<file path="config.mk">
export PLATFORM = sky130hd
export DESIGN_NAME = fetch_stage
export DESIGN_NICKNAME = d
export VERILOG_FILES = /design/src/rtl/fetch_pkg.sv /design/src/rtl/fetch_hold_buf.sv /design/src/rtl/fetch_stage.sv
export SDC_FILE = /design/constraint.sdc
export NUM_CORES = 1
export LEC_CHECK = 0
export ABC_AREA = 1
export CAP_MARGIN = 0
export CORE_MARGIN = 10
export CORE_UTILIZATION = 45
export CTS_BUF_LIST = sky130_fd_sc_hd__clkbuf_8 sky130_fd_sc_hd__clkbuf_16
export DETAILED_ROUTE_END_ITERATION = 7
export DONT_BUFFER_PORTS = 1
export GPL_TIMING_DRIVEN = 0
export PLACE_DENSITY = 0.64
export SETUP_SLACK_MARGIN = 0.5
export SLEW_MARGIN = 20
export SYNTH_ARGS = -nofsm -noshare
export SYNTH_HDL_FRONTEND = slang
export SYNTH_HIERARCHICAL = 1
export SYNTH_SLANG_ARGS = --single-unit
</file>
<file path="constraint.sdc">
create_clock -name clk -period 4.4 [get_ports clk]
set_input_delay 0.66 -clock clk [delete_from_list [all_inputs] [get_ports clk]]
set_output_delay 0.66 -clock clk [all_outputs]
set_load 0.02 [all_outputs]
</file>
<file path="src/rtl/fetch_pkg.sv">
// Shared types and constants for the instruction-fetch front end.
package fetch_pkg;

  localparam int PC_W    = 16;
  localparam int INSTR_W = 16;

  localparam logic [INSTR_W-1:0] NOP_INSTR = 16'h0800;
  localparam logic [4:0]         HALT_OPC  = 5'b00000;

  typedef enum logic [1:0] {
    FETCH   = 2'd0,
    DISCARD = 2'd1,
    HOLD    = 2'd2,
    HALTED  = 2'd3
  } fetch_state_t;

  function automatic logic is_halt(input logic [INSTR_W-1:0] instr, input logic [4:0] opc);
    return instr[INSTR_W-1:INSTR_W-5] == opc;
  endfunction

endpackage

</file>
<file path="src/rtl/fetch_hold_buf.sv">
// Skid register holding one {instr, pc} pair while IF/ID is stalled.
module fetch_hold_buf
  import fetch_pkg::*;
#(
  parameter logic [INSTR_W-1:0] NOP_INSTR = fetch_pkg::NOP_INSTR
) (
  input  logic               clk,
  input  logic               rst,
  input  logic               load,
  input  logic               clear,
  input  logic [INSTR_W-1:0] instr,
  input  logic [PC_W-1:0]    pc,
  output logic [INSTR_W-1:0] buf_instr,
  output logic [PC_W-1:0]    buf_pc
);

  always_ff @(posedge clk or posedge rst) begin
    if (rst) begin
      buf_instr <= NOP_INSTR;
      buf_pc    <= '0;
    end else if (load) begin
      buf_instr <= instr;
      buf_pc    <= pc;
    end else if (clear) begin
      buf_instr <= NOP_INSTR;
      buf_pc    <= '0;
    end
  end

endmodule

</file>
<file path="src/rtl/fetch_stage.sv">
// Instruction fetch: owns the PC, handshakes with imem, feeds IF/ID.
// Optional FETCH_STATS_EN adds delivered-instruction and bubble counters.
module fetch_stage
  import fetch_pkg::*;
#(
  parameter logic [PC_W-1:0]    RESET_PC  = 16'h0000,
  parameter logic [INSTR_W-1:0] NOP_INSTR = fetch_pkg::NOP_INSTR,
  parameter logic [4:0]         HALT_OPC  = fetch_pkg::HALT_OPC
) (
  input  logic               clk,
  input  logic               rst,
  input  logic               stall,
  input  logic               redirect,
  input  logic [PC_W-1:0]    redirect_pc,
  output logic               imem_req,
  output logic [PC_W-1:0]    imem_addr,
  input  logic [INSTR_W-1:0] imem_rdata,
  input  logic               imem_ready,
  output logic [INSTR_W-1:0] instrct_out,
  output logic [PC_W-1:0]    newPC_out,
  output logic [PC_W-1:0]    PC2_out,
  output logic               ifid_en,
  output logic               halted
`ifdef FETCH_STATS_EN
  ,
  output logic [15:0]        stat_fetched,
  output logic [15:0]        stat_bubbles
`endif
);

  fetch_state_t       state, state_next;
  logic [PC_W-1:0]    pc, pc_next;
  logic [PC_W-1:0]    redir_pc, redir_next;
  logic [INSTR_W-1:0] buf_instr;
  logic [PC_W-1:0]    buf_pc;
  logic               buf_load, buf_clear;
  logic               deliver;
  logic               req;
  logic [PC_W-1:0]    out_pc;

  fetch_hold_buf #(.NOP_INSTR(NOP_INSTR)) u_hold_buf (
    .clk       (clk),
    .rst       (rst),
    .load      (buf_load),
    .clear     (buf_clear),
    .instr     (imem_rdata),
    .pc        (pc),
    .buf_instr (buf_instr),
    .buf_pc    (buf_pc)
  );

  always_ff @(posedge clk or posedge rst) begin
    if (rst) begin
      state    <= FETCH;
      pc       <= RESET_PC;
      redir_pc <= '0;
    end else begin
      state    <= state_next;
      pc       <= pc_next;
      redir_pc <= redir_next;
    end
  end

  always_comb begin
    state_next  = state;
    pc_next     = pc;
    redir_next  = redir_pc;
    buf_load    = 1'b0;
    buf_clear   = 1'b0;
    deliver     = 1'b0;
    req         = 1'b0;
    instrct_out = NOP_INSTR;
    out_pc      = pc;
    unique case (state)
      FETCH: begin
        req = 1'b1;
        if (imem_ready) begin
          if (redirect) begin
            pc_next = redirect_pc;
          end else if (stall) begin
            buf_load   = 1'b1;
            state_next = HOLD;
          end else begin
            deliver     = 1'b1;
            instrct_out = imem_rdata;
            if (is_halt(imem_rdata, HALT_OPC)) state_next = HALTED;
            else                               pc_next    = pc + 16'd2;
          end
        end else if (redirect) begin
          redir_next = redirect_pc;
          state_next = DISCARD;
        end
      end
      DISCARD: begin
        // imem_addr stays at pc: the outstanding request was issued from it
        req = 1'b1;
        if (redirect) redir_next = redirect_pc;
        if (imem_ready) begin
          pc_next    = redirect ? redirect_pc : redir_pc;
          state_next = FETCH;
        end
      end
      HOLD: begin
        if (redirect) begin
          pc_next    = redirect_pc;
          buf_clear  = 1'b1;
          state_next = FETCH;
        end else if (!stall) begin
          deliver     = 1'b1;
          instrct_out = buf_instr;
          out_pc      = buf_pc;
          buf_clear   = 1'b1;
          if (is_halt(buf_instr, HALT_OPC)) begin
            state_next = HALTED;
          end else begin
            pc_next    = pc + 16'd2;
            state_next = FETCH;
          end
        end
      end
      HALTED: begin
        if (redirect) begin
          pc_next    = redirect_pc;
          state_next = FETCH;
        end
      end
      default: state_next = FETCH;
    endcase
  end

  // No request may be seen while reset is held
  assign imem_req  = req && !rst;
  assign imem_addr = pc;
  assign newPC_out = out_pc;
  assign PC2_out   = out_pc + 16'd2;
  assign ifid_en   = !stall || redirect;
  assign halted    = (state == HALTED);

`ifdef FETCH_STATS_EN
  always_ff @(posedge clk or posedge rst) begin
    if (rst) begin
      stat_fetched <= '0;
      stat_bubbles <= '0;
    end else begin
      if (deliver && stat_fetched != 16'hFFFF)
        stat_fetched <= stat_fetched + 16'd1;
      if (ifid_en && !deliver && stat_bubbles != 16'hFFFF)
        stat_bubbles <= stat_bubbles + 16'd1;
    end
  end
`endif

endmodule

</file>
==> results <==
- The number of buffers and inverters on the critical path is 2.
- After clock tree synthesis, the clock-pin slew on the worst setup and hold paths is 0.09 ns.
- The capturing point of the worst reg2reg path is imem_addr[15].
- In this run, CTS created clock tree buffers numbering 9.
- The post-layout total power is approximately 3.5 mW.
- The tree is rooted in a clkbuf_8.
- Dividing the final minimum period by the clock period gives 0.806.
- The wire length after detailed routing is approximately 13000 µm.
- The post-detailed-route DRC marker count is 0.
- The global-route usage over all layers is 0.185.
- The post-cts sizing count is 0.
- The clock period minus final worst setup slack is 3.54 ns.
- The final weighted congestion in routability-driven placement is just over 0.8.
- The worst pin sits at a relative slew slack of 0.500.
- The tightest min-delay check is of the in2async type.
- In this run the critical register-to-register path is launched from imem_addr[1].
- The number of nets still failing antenna checks after routing is 0.
- The highest attainable clock frequency is 282 MHz.
- The width of the die is 121 µm.
- In the final layout, the multi-input gates occupy about 0.0025 mm².
- The flow ran to the end, and the final reports show no timing, DRC or antenna violations.
- In this design, the stage delay of the slowest critical-path cell is roughly 0.41 ns.
- The hold violation count in the final report is 0.
- The detail-routed via count per cell is around 5.3.
- In this run, synthesis inferred 0 flip-flops with an integrated enable.
- The final instance area is between 0.004 and 0.005 mm².
- The setup path with the least slack is of type reg2out.
- During synthesis, Yosys emitted a total of 6 warnings.
- Setup repair after global routing left no endpoint under its margin.
- In this run the deepest clock path goes through 2 buffers.
- The number of antenna violations at the first check in global routing is 0.
- The count of hold-fix buffers inserted at cts is 0.
- For this run, the post-layout net count is between 700 and 800.
- Summing all placed instances gives a cell area of between 0.004 and 0.005 mm².
- The final worst clock skew is roughly 0.018 ns.
- The analysis attributes to cell leakage a power of 2.52 nW.
- The total number of vias is 4317.
- The switching power is 1.89 mW.
- The worst setup path is captured at an output port.
- The commonest non-fill, non-tap cell in the layout is nand2_1.
- For this design, the slowest cell found on the critical path is xor2_1.
- The global-route wire length before repair is 22100 µm.
- The die covers roughly 0.015 mm².
- The repair_antennas step left the layout with diodes totalling 0.
- The synthesis-to-layout area growth is 7.75%.
- In the final layout, flip-flops and latches occupy ~0.0017 mm².
- The maximum level of the CTS H-tree is 3.
- The data required time of the critical path is around 3.7 ns.
- The library cells used most frequently in the layout, excluding fill and tap cells, are nand2_1 (261), nor2_1 (65), dfrtp_1 (65).
- The proportion of netlist area held by the largest area contributor is 0.357.
- The area of the mapped netlist is about 0.0046 mm².
- Summed over all instances, the cell type with the most area after synthesis is dfrtp_1.
- Of the total power, combinational logic draws 0.503.
- The part of the total power dissipated in the clock network is 0.139.
- The clock latency of the later-clocked register in the worst-skew pair is roughly 0.35 ns.
- The total number of placement rows is 36.
- The number of nets in the synthesized netlist is ~710.
- The sequential area share after synthesis is 0.363.
- The detailed-route wire length per cell is about 16 µm.
- Fill cells in the final layout number 1021.
- Hold is met by ~0.27 ns.
- The slew of the pin with the lowest slew margin is 0.749 ns.
- The number of setup buffers added after CTS is 0.
- The final setup violation count is 0.
- The max capacitance violation total is 0.
- Entering global routing, the biggest net connects 35 pins.
- The arrival time at the worst endpoint is between 2 and 3 ns.
- The number of sinks handled by clock tree synthesis is 66.
- The internal power of the cells totals ~1.6 mW.
- The number of iterations in the first detailed-routing pass is 6.
- The most used flip-flop cell after synthesis is dfrtp_1.
- By area the synthesized netlist is led by dfrtp_1 (36%), nand2_1 (22%), o21ai_0 (5.6%), nor2_1 (5.4%), inv_1 (4.2%).
- The via count of the first global-routing pass is between 4k and 5k.
- The switching part of the total power is 0.540.
- The share of post-route cells with drive strength above 1 is 0.131.
- The distinct cell type count after synthesis is 40.
- The detailed placer's ending HPWL is 10500 µm.
- The total negative slack for setup checks is 0 ns.
- The signal on the critical path passes through buf_2 -> nor2_2 -> nand2_2 -> buf_6 -> nand2_1 -> nand2_2 -> ha_1 -> nand3_2 -> a21oi_2 -> nand2_1 -> xor2_1.
- The residual overflow from global routing is 0.
- The share of the core filled with cells in the final layout is 0.499.
- The total of flip-flops plus latches after synthesis is 66.
- The fraction of registers with async set/reset is 1.00.
- The number of cells on the worst reg-to-reg path is 9.
- The number of top-level pins is roughly 100.
- The die outline height is around 120 µm.
- Across the VDD grid, the largest voltage drop is approximately 0.38 mV.
- After synthesis, the mean cell area works out to between 6 and 7 µm².
- The slack of the worst reg-to-reg path is between 2 and 2.5 ns.
- The share of total power dissipated in sequential elements is 0.358.
- The initial core utilization is 0.463.
- In this run the tool buffered the top-level ports with 0 buffer cells.
- The family of cells with the greatest summed delay on the critical path is simple AND/OR/NAND/NOR gates.
- The cell count after synthesis came out at 670.
- The critical path launch point type is a flip-flop.
- The count of pins over their slew limit is 0.
- Along the worst path, the maximum fanout reaches 10.
- TritonCTS built the clock tree.
- The area of the core region is ~0.0098 mm².
- The number of design-rule violations left by the first detailed-router iteration is ~350.
- For this design the ratio of total power to cell area is roughly 720 mW/mm².
-- registers in the layout (all words and copies together), names as in the netlist --
register,flops
redir_pc,16
state,2
u_hold_buf/buf_pc,16
u_hold_buf/buf_instr,16
imem_addr,16
-- cells by family (layout without fill, tap and decap cells) --
group                      count (synthesis)  count (layout)  synth area share
AOI/OAI and AO/OA                        109             109             0.148
xor gates and xnor gates                   8               8            0.0154
adders and majority gates                  2               2           0.00550
buffers and inverters                     88             104            0.0905
DFF                                       66              66             0.363
and+or+nand+nor                          397             397             0.378
-- per-stage QoR --
stage	instances	worst slack, ns
2_1_floorplan	670	1.34
3_3_place_gp	803	0.993
3_5_place_dp	803	0.972
4_1_cts	819	0.829
5_1_grt	819	0.659
6_report	819	0.855
-- power by group through the flow --
stage          clock [mW]  combinational (mW)  sequential (mW)
6_report            0.488                1.76             1.26
5_1_grt             0.528                1.99             1.30
4_1_cts             0.500                1.77             1.26
3_5_place_dp            0                1.76             1.27
3_3_place_gp            0                1.73             1.26
2_1_floorplan           0                1.43             1.16
-- cells in the mapped netlist (all sizes together) (3+ instances only) --
cell type	instances
xor2	7
inv	60
dfrtp	65
o21ai	59
nand3	30
nor2	71
a22o	15
buf	21
a21boi	6
nor3	3
clkbuf	6
a21oi	24
nand4	9
nand2	283
-- per-layer routing --
metal  vias to the layer above  GRT usage  wire [µm]
met1                      2005      0.224       5830
met5                         -          0          0
met3                        11     0.0786       1310
met4                         0     0.0437        152
li1                       2154          -          -
met2                       147      0.299       6130
-- layout make-up --
cell class,count,share of cell area
Multi-Input combinational cell,516,0.507
Sequential cell,66,0.337
Inverter,61,0.0467
Buffer,27,0.0373
Tap cell,133,0.0339
Clock buffer,10,0.0281
Clock inverter,6,0.00995
-- worst reg2reg max path, delay by kind of cell (launching register included) --
kind	cells	cell delay (ns)
AOI/OAI and AO/OA	1	0.16
adders and majority gates	1	0.28
DFF	1	0.67
and+or+nand+nor	7	0.81
-- worst max path at each step --
stage | start | endpoint | slack (ns) | depth (start not counted)
floorplan | redirect | PC2_out[9] | 1.34 | 11
global placement | redirect | PC2_out[9] | 0.99 | 11
detailed placement | redirect | PC2_out[9] | 0.97 | 11
CTS | state[0] | PC2_out[9] | 0.83 | 11
global route | state[0] | PC2_out[9] | 0.66 | 11
finish | state[0] | PC2_out[9] | 0.86 | 11
(Power assumes the default switching activity.)
